`config.mk`:
```
export PLATFORM = sky130hd
export DESIGN_NAME = uart_rx_ctrl
export DESIGN_NICKNAME = d
export VERILOG_FILES = /design/src/rtl/uart_rx_ctrl.sv
export SDC_FILE = /design/constraint.sdc
export NUM_CORES = 1
export LEC_CHECK = 0
export ABC_AREA = 0
export BUFFER_PORTS_ARGS = -buffer_cell sky130_fd_sc_hd__buf_4
export CAP_MARGIN = 40
export CORE_MARGIN = 10
export CORE_UTILIZATION = 40
export CTS_CLUSTER_DIAMETER = 200
export DETAILED_ROUTE_END_ITERATION = 12
export SETUP_SLACK_MARGIN = 0.02
export SLEW_MARGIN = 20
export SYNTH_ARGS = -nofsm -noshare
export SYNTH_HDL_FRONTEND = slang
export SYNTH_SLANG_ARGS = --single-unit
```
`constraint.sdc`:
```
create_clock -name CLK -period 3.4 [get_ports CLK]
set_clock_uncertainty 0.1 [all_clocks]
set_input_delay 0.34 -clock CLK [delete_from_list [all_inputs] [get_ports CLK]]
set_output_delay 0.34 -clock CLK [all_outputs]
set_load 0.02 [all_outputs]
```
`src/rtl/uart_rx_ctrl.sv`:
```
// -----------------------------------------------------------------------------
// uart_rx_ctrl
//
// Sequencing controller for the UART receiver. Walks each frame through
// START, DATA, optional PARITY and STOP using an edge counter (position inside
// the current bit) and a bit counter (data bit index). It issues one-cycle
// check/shift strobes to the RX datapath sub-blocks at the check point
// K = P/2 + 2, where the sampler's majority vote has settled, and reports the
// frame outcome as one-cycle result pulses.
//
// Ports
//   CLK           receiver oversampling clock
//   RST           asynchronous, active-low reset
//   rx_in         synchronized serial line, idle high
//   par_en        frame carries a parity bit (latched at frame start)
//   prescale      oversampling ratio P: 8, 16 or 32 (latched at frame start)
//   start_glitch  start checker result, valid while strt_chk_en is high
//   par_err       parity checker result, valid while par_chk_en is high
//   stp_err       stop checker result, valid while stp_chk_en is high
//   edge_cnt      position inside the current bit, 0 .. P-1
//   dat_samp_en   data sampler enable, high in every non-IDLE state
//   strt_chk_en   start-check strobe
//   deser_en      deserializer shift strobe
//   par_chk_en    parity-check strobe
//   stp_chk_en    stop-check strobe
//   data_valid    frame accepted
//   par_error     frame rejected because of parity
//   frm_error     frame rejected because of the stop bit
// -----------------------------------------------------------------------------
module uart_rx_ctrl #(
  parameter int DATA_WIDTH = 8,
  parameter int PRESC_W    = 6
) (
  input  logic               CLK,
  input  logic               RST,
  input  logic               rx_in,
  input  logic               par_en,
  input  logic [PRESC_W-1:0] prescale,
  input  logic               start_glitch,
  input  logic               par_err,
  input  logic               stp_err,
  output logic [PRESC_W-1:0] edge_cnt,
  output logic               dat_samp_en,
  output logic               strt_chk_en,
  output logic               deser_en,
  output logic               par_chk_en,
  output logic               stp_chk_en,
  output logic               data_valid,
  output logic               par_error,
  output logic               frm_error
);

  localparam int BIT_W = (DATA_WIDTH > 1) ? $clog2(DATA_WIDTH) : 1;
  localparam logic [BIT_W-1:0] LAST_BIT = BIT_W'(DATA_WIDTH - 1);

  typedef enum logic [2:0] {
    IDLE,
    START,
    DATA,
    PARITY,
    STOP
  } state_e;

  state_e             state_q,       state_d;
  logic [PRESC_W-1:0] edge_cnt_q,    edge_cnt_d;
  logic [BIT_W-1:0]   bit_cnt_q,     bit_cnt_d;
  logic [PRESC_W-1:0] p_q,           p_d;
  logic               pe_q,          pe_d;
  logic               pe_flag_q,     pe_flag_d;
  logic               samp_en_q,     samp_en_d;
  logic               strt_en_q,     strt_en_d;
  logic               deser_en_q,    deser_en_d;
  logic               par_en_q,      par_en_d;
  logic               stp_en_q,      stp_en_d;
  logic               data_valid_q,  data_valid_d;
  logic               par_error_q,   par_error_d;
  logic               frm_error_q,   frm_error_d;

  logic [PRESC_W-1:0] k_cur;
  logic [PRESC_W-1:0] k_nxt;
  logic               at_k;
  logic               at_wrap;
  logic               at_k_nxt;

  always_comb begin
    // NOTE: every variable gets a default first, so no path through the case
    // leaves one unassigned and no latch is inferred.
    state_d      = state_q;
    edge_cnt_d   = edge_cnt_q;
    bit_cnt_d    = bit_cnt_q;
    p_d          = p_q;
    pe_d         = pe_q;
    pe_flag_d    = pe_flag_q;
    data_valid_d = 1'b0;
    par_error_d  = 1'b0;
    frm_error_d  = 1'b0;

    k_cur   = (p_q >> 1) + PRESC_W'(2);
    at_k    = (edge_cnt_q == k_cur);
    at_wrap = (edge_cnt_q == (p_q - PRESC_W'(1)));

    // Free-running bit-period counter while a frame is in flight.
    if (state_q != IDLE) begin
      edge_cnt_d = at_wrap ? '0 : edge_cnt_q + PRESC_W'(1);
    end

    unique case (state_q)
      IDLE: begin
        if (!rx_in) begin
          state_d   = START;
          bit_cnt_d = '0;
          p_d       = prescale;
          pe_d      = par_en;
          pe_flag_d = 1'b0;
        end
      end
      START: begin
        if (at_k && start_glitch) begin
          state_d = IDLE;
        end else if (at_wrap) begin
          state_d = DATA;
        end
      end
      DATA: begin
        if (at_wrap) begin
          if (bit_cnt_q == LAST_BIT) begin
            state_d = pe_q ? PARITY : STOP;
          end else begin
            bit_cnt_d = bit_cnt_q + BIT_W'(1);
          end
        end
      end
      PARITY: begin
        if (at_k) begin
          pe_flag_d = par_err;
        end
        if (at_wrap) begin
          state_d = STOP;
        end
      end
      STOP: begin
        // Leave at the check point so a start edge in the second half of the
        // stop bit is already seen from IDLE.
        if (at_k) begin
          state_d      = IDLE;
          data_valid_d = !pe_flag_q && !stp_err;
          par_error_d  = pe_flag_q;
          frm_error_d  = stp_err;
        end
      end
      default: state_d = IDLE;
    endcase

    if (state_d == IDLE) begin
      edge_cnt_d = '0;
    end

    // Strobes are registered: decode them from the next-cycle state and
    // counter so the flop output lines up with edge_cnt == K.
    k_nxt      = (p_d >> 1) + PRESC_W'(2);
    at_k_nxt   = (edge_cnt_d == k_nxt);
    samp_en_d  = (state_d != IDLE);
    strt_en_d  = (state_d == START)  && at_k_nxt;
    deser_en_d = (state_d == DATA)   && at_k_nxt;
    par_en_d   = (state_d == PARITY) && at_k_nxt;
    stp_en_d   = (state_d == STOP)   && at_k_nxt;
  end

  // NOTE: sequential state uses non-blocking assignments so every flop samples
  // the pre-edge values of the others, independent of statement order.
  always_ff @(posedge CLK or negedge RST) begin
    if (!RST) begin
      state_q      <= IDLE;
      edge_cnt_q   <= '0;
      bit_cnt_q    <= '0;
      p_q          <= '0;
      pe_q         <= 1'b0;
      pe_flag_q    <= 1'b0;
      samp_en_q    <= 1'b0;
      strt_en_q    <= 1'b0;
      deser_en_q   <= 1'b0;
      par_en_q     <= 1'b0;
      stp_en_q     <= 1'b0;
      data_valid_q <= 1'b0;
      par_error_q  <= 1'b0;
      frm_error_q  <= 1'b0;
    end else begin
      state_q      <= state_d;
      edge_cnt_q   <= edge_cnt_d;
      bit_cnt_q    <= bit_cnt_d;
      p_q          <= p_d;
      pe_q         <= pe_d;
      pe_flag_q    <= pe_flag_d;
      samp_en_q    <= samp_en_d;
      strt_en_q    <= strt_en_d;
      deser_en_q   <= deser_en_d;
      par_en_q     <= par_en_d;
      stp_en_q     <= stp_en_d;
      data_valid_q <= data_valid_d;
      par_error_q  <= par_error_d;
      frm_error_q  <= frm_error_d;
    end
  end

  assign edge_cnt    = edge_cnt_q;
  assign dat_samp_en = samp_en_q;
  assign strt_chk_en = strt_en_q;
  assign deser_en    = deser_en_q;
  assign par_chk_en  = par_en_q;
  assign stp_chk_en  = stp_en_q;
  assign data_valid  = data_valid_q;
  assign par_error   = par_error_q;
  assign frm_error   = frm_error_q;

endmodule
```
==> flow_metrics.py <==
metrics = {
    "run_status": {
        "status": "completed",
    },
    "finish": {
        "num_antenna_cells": 0,
        "final_layout_size_suffix_gt1_frac": 0.236,
        "areaGrowthSynthToFinish_pct": 22.5,
        "nets": 264,
        "fin_cells": 296,
    },
    "worst_setup_path": {
        "crit_path_start_kind": "flip-flop",
        "worstSetupPathType": "reg2reg",
        "cp_max_fo": 5,
        "end_kind": "flip-flop",
        "worstPathRequired_ps": 3510,
        "crit_arrival_ps": 3380,
    },
    "detailed_routing": {
        "wire_per_inst_microns": 16.0,
        "drc": 0,
        "num_vias": 1645,
        "dr.pass1.iters": 4,
        "viasPerCell": 5.56,
        "ant_nets": 0,
        "first_iter_violations": 129,
        "finalWirelength_mm": 4.73,
    },
    "clocking": {
        "cts_sinks": 28,
        "clockBufferDepth": 2,
        "cts_max_level": 1,
        "numCtsBuffers": 3,
        "path_clk_slew_ps": 100,
        "root_buffer": "clkbuf_8",
        "cts_tree": "done",
        "insertion_delay_ps": 290,
    },
    "pwr": {
        "power_mw": 1.53,
        "p_per_area_nw_per_um2": 656,
        "irDropWorstVdd_mv": 0.213,
        "leakage_nw": 1.08,
    },
    "timing": {
        "period_minus_slack_ps": 3260,
        "final_hold_viol_count": 0,
        "fmax_mhz": 306,
        "setup_viol": 0,
        "relSlewSlack": 0.452,
        "tns_ps": 0,
        "worst_pin_slew_ps": 813,
        "whs_ps": 102,
        "period_share": 0.960,
        "slew_viol_final": 0,
    },
    "global_route": {
        "antenna_found_initial": 0,
        "grt_max_degree": 29,
        "grt_overflow_total": 0,
        "grt_util_all_layers": 0.126,
        "first_global_vias": 1608,
        "grt_pass1_wl_mm": 7.93,
    },
    "synthesis": {
        "synth_edf_count": 0,
        "synthArstFlopShare": 1.00,
        "yosysSeqAreaShare": 0.369,
        "syn_avg_cell_area_sq_um": 9.22,
        "synth_seq_cells": 28,
        "ys_types": 53,
        "synth_fp_nets": 227,
        "syn_area_sq_um": 1900,
        "yosys_warnings": 0,
        "synth_area_leaders": "dfrtp_1 (37%), xnor2_1 (8.8%), ha_1 (5.3%)",
        "synth_top_area_frac": 0.369,
        "yosys.area.top_type": "dfrtp_1",
        "synth_cells": 206,
        "ys.flop_type": "dfrtp_1",
    },
    "floorplanning": {
        "die-width_microns": 88.9,
        "die_height_microns": 88.9,
        "rows": 25,
        "ios": 27,
        "core_area_sq_um": 4660,
        "initial_utilization": 0.408,
        "dieArea_sq_um": 7900,
    },
    "place": {
        "dp_hpwl_mm": 3.69,
        "port_buffers": 26,
        "gp_congestion": 0.822,
        "place_inst": 289,
    },
    "hold_path": {
        "hp-class": "in2reg",
    },
    "flow_run": {
        "max_cap_violations": 0,
    },
}
==> cell families (layout without fill, tap and decap cells) <==
logic type      after synthesis  after routing  synth area share
mux                           5              5            0.0283
simple gates                 75             75             0.210
buf+inv                      18             54            0.0376
compound gates               50             50             0.201
fa+ha+maj                     8              8            0.0527
flops                        28             28             0.369
xor+xnor                     22             22             0.101
==> synth_stat cells (2+ instances only) <==
master and instances:
a31oi_1 3, xnor2_1 19, nand3_1 7, nor2_1 22, a211oi_1 2, clkbuf_1 5
xor2_1 3, and3_1 4, a21oi_1 4, a22o_1 5, o22ai_1 2, inv_1 10
nand2b_1 3, mux2_2 3, mux2i_1 2, a22oi_1 3, a2bb2oi_1 2, o21ai_0 11
ha_1 8, nor2b_1 5, buf_2 3, dfrtp_1 28, and2_1 3, nor3_1 6
o31a_1 2, nor3b_1 2, nand2_1 13
==> layout by cell type (no fill, tap or decap), drive strengths merged, types with 5 or more instances in the layout <==
master  instances
buf            39
nor2           23
nor3            6
nand2          13
xnor2          19
a22o            5
nor2b           5
and3            5
nand3           7
o21ai          11
inv            10
ha              8
dfrtp          28
==> worst max-delay path, cell delays in order, from the launching register on <==
cell	delay, ps
dfrtp_1	450
or3_4	420
o31a_1	280
o211a_1	280
and3_4	210
o31ai_4	320
nor2_2	80
or4_1	510
a311o_1	390
nor3b_2	160
==> per-stage QoR <==
step | setup WS, ps | instance area (sq um) | utilization
floorplan | 353 | 1900 | -
global placement | 48.6 | 2210 | 0.474
detailed placement | 7.57 | 2210 | 0.474
CTS | 36.5 | 2290 | 0.492
global route | -7.83 | 2330 | 0.499
finish | 137 | 2330 | 0.499
==> layer usage <==
layer / share of wire / wire length (microns) / global-route usage / vias up
met3: 0.045 / 211 / 0.0164 / 5
met4: 0.014 / 67 / 0.0441 / 0
met2: 0.47 / 2240 / 0.201 / 34
met1: 0.47 / 2210 / 0.170 / 793
li1: - / - / - / 813
met5: 0 / 0 / 0 / -
==> state kept, by name, indices dropped and copies added, names as in the netlist <==
signal       cells
edge_cnt         6
p_q              6
bit_cnt_q        3
state_q          3
dat_samp_en      1
data_valid       1
deser_en         1
frm_error        1
par_chk_en       1
par_error        1
pe_flag_q        1
pe_q             1
stp_chk_en       1
strt_chk_en      1
==> final timing paths <==
| kind | start | end | slack [ps] | cells after the start |
|---|---|---|---|---|
| worst min register to register | pe_flag_q$_DFFE_PN0P_ | data_valid$_DFF_PN0_ | 360 | 1 |
| worst min-delay path | stp_err | data_valid$_DFF_PN0_ | 100 | 2 |
| worst max register to register | p_q[2]$_DFF_PN0_ | par_chk_en$_DFF_PN0_ | 140 | 9 |
| worst max-delay path | p_q[2]$_DFF_PN0_ | par_chk_en$_DFF_PN0_ | 140 | 9 |
| min in group asynchronous | RST | edge_cnt[4]$_DFF_PN0_ | 390 | 2 |
| max in group asynchronous | RST | p_q[1]$_DFF_PN0_ | 2530 | 2 |
==> layout make-up <==
cell class / instances / area, sq um
Timing Repair Buffer: 40 / 303
Fill cell: 462 / 2330
Sequential cell: 28 / 701
Multi-Input combinational cell: 160 / 1150
Clock inverter: 1 / 30.0
Tap cell: 54 / 67.6
Inverter: 10 / 37.5
Clock buffer: 3 / 41.3
==> what timing repair did <==
action	in CTS	in global routing
endpoints found under the setup margin	2	4
hold buffers	1	0
pin swaps	0	1
endpoints found under the hold margin	28	0
setup buffers	0	2
resized for setup	1	5
==> power breakdown <==
| group | switching [mW] | internal (mW) |
|---|---|---|
| Combinational | 0.447 | 0.352 |
| Clock | 0.115 | 0.158 |
| Sequential | 0.0722 | 0.384 |
| Total | 0.633 | 0.894 |
No activity file was read; power rests on OpenSTA's default activity.
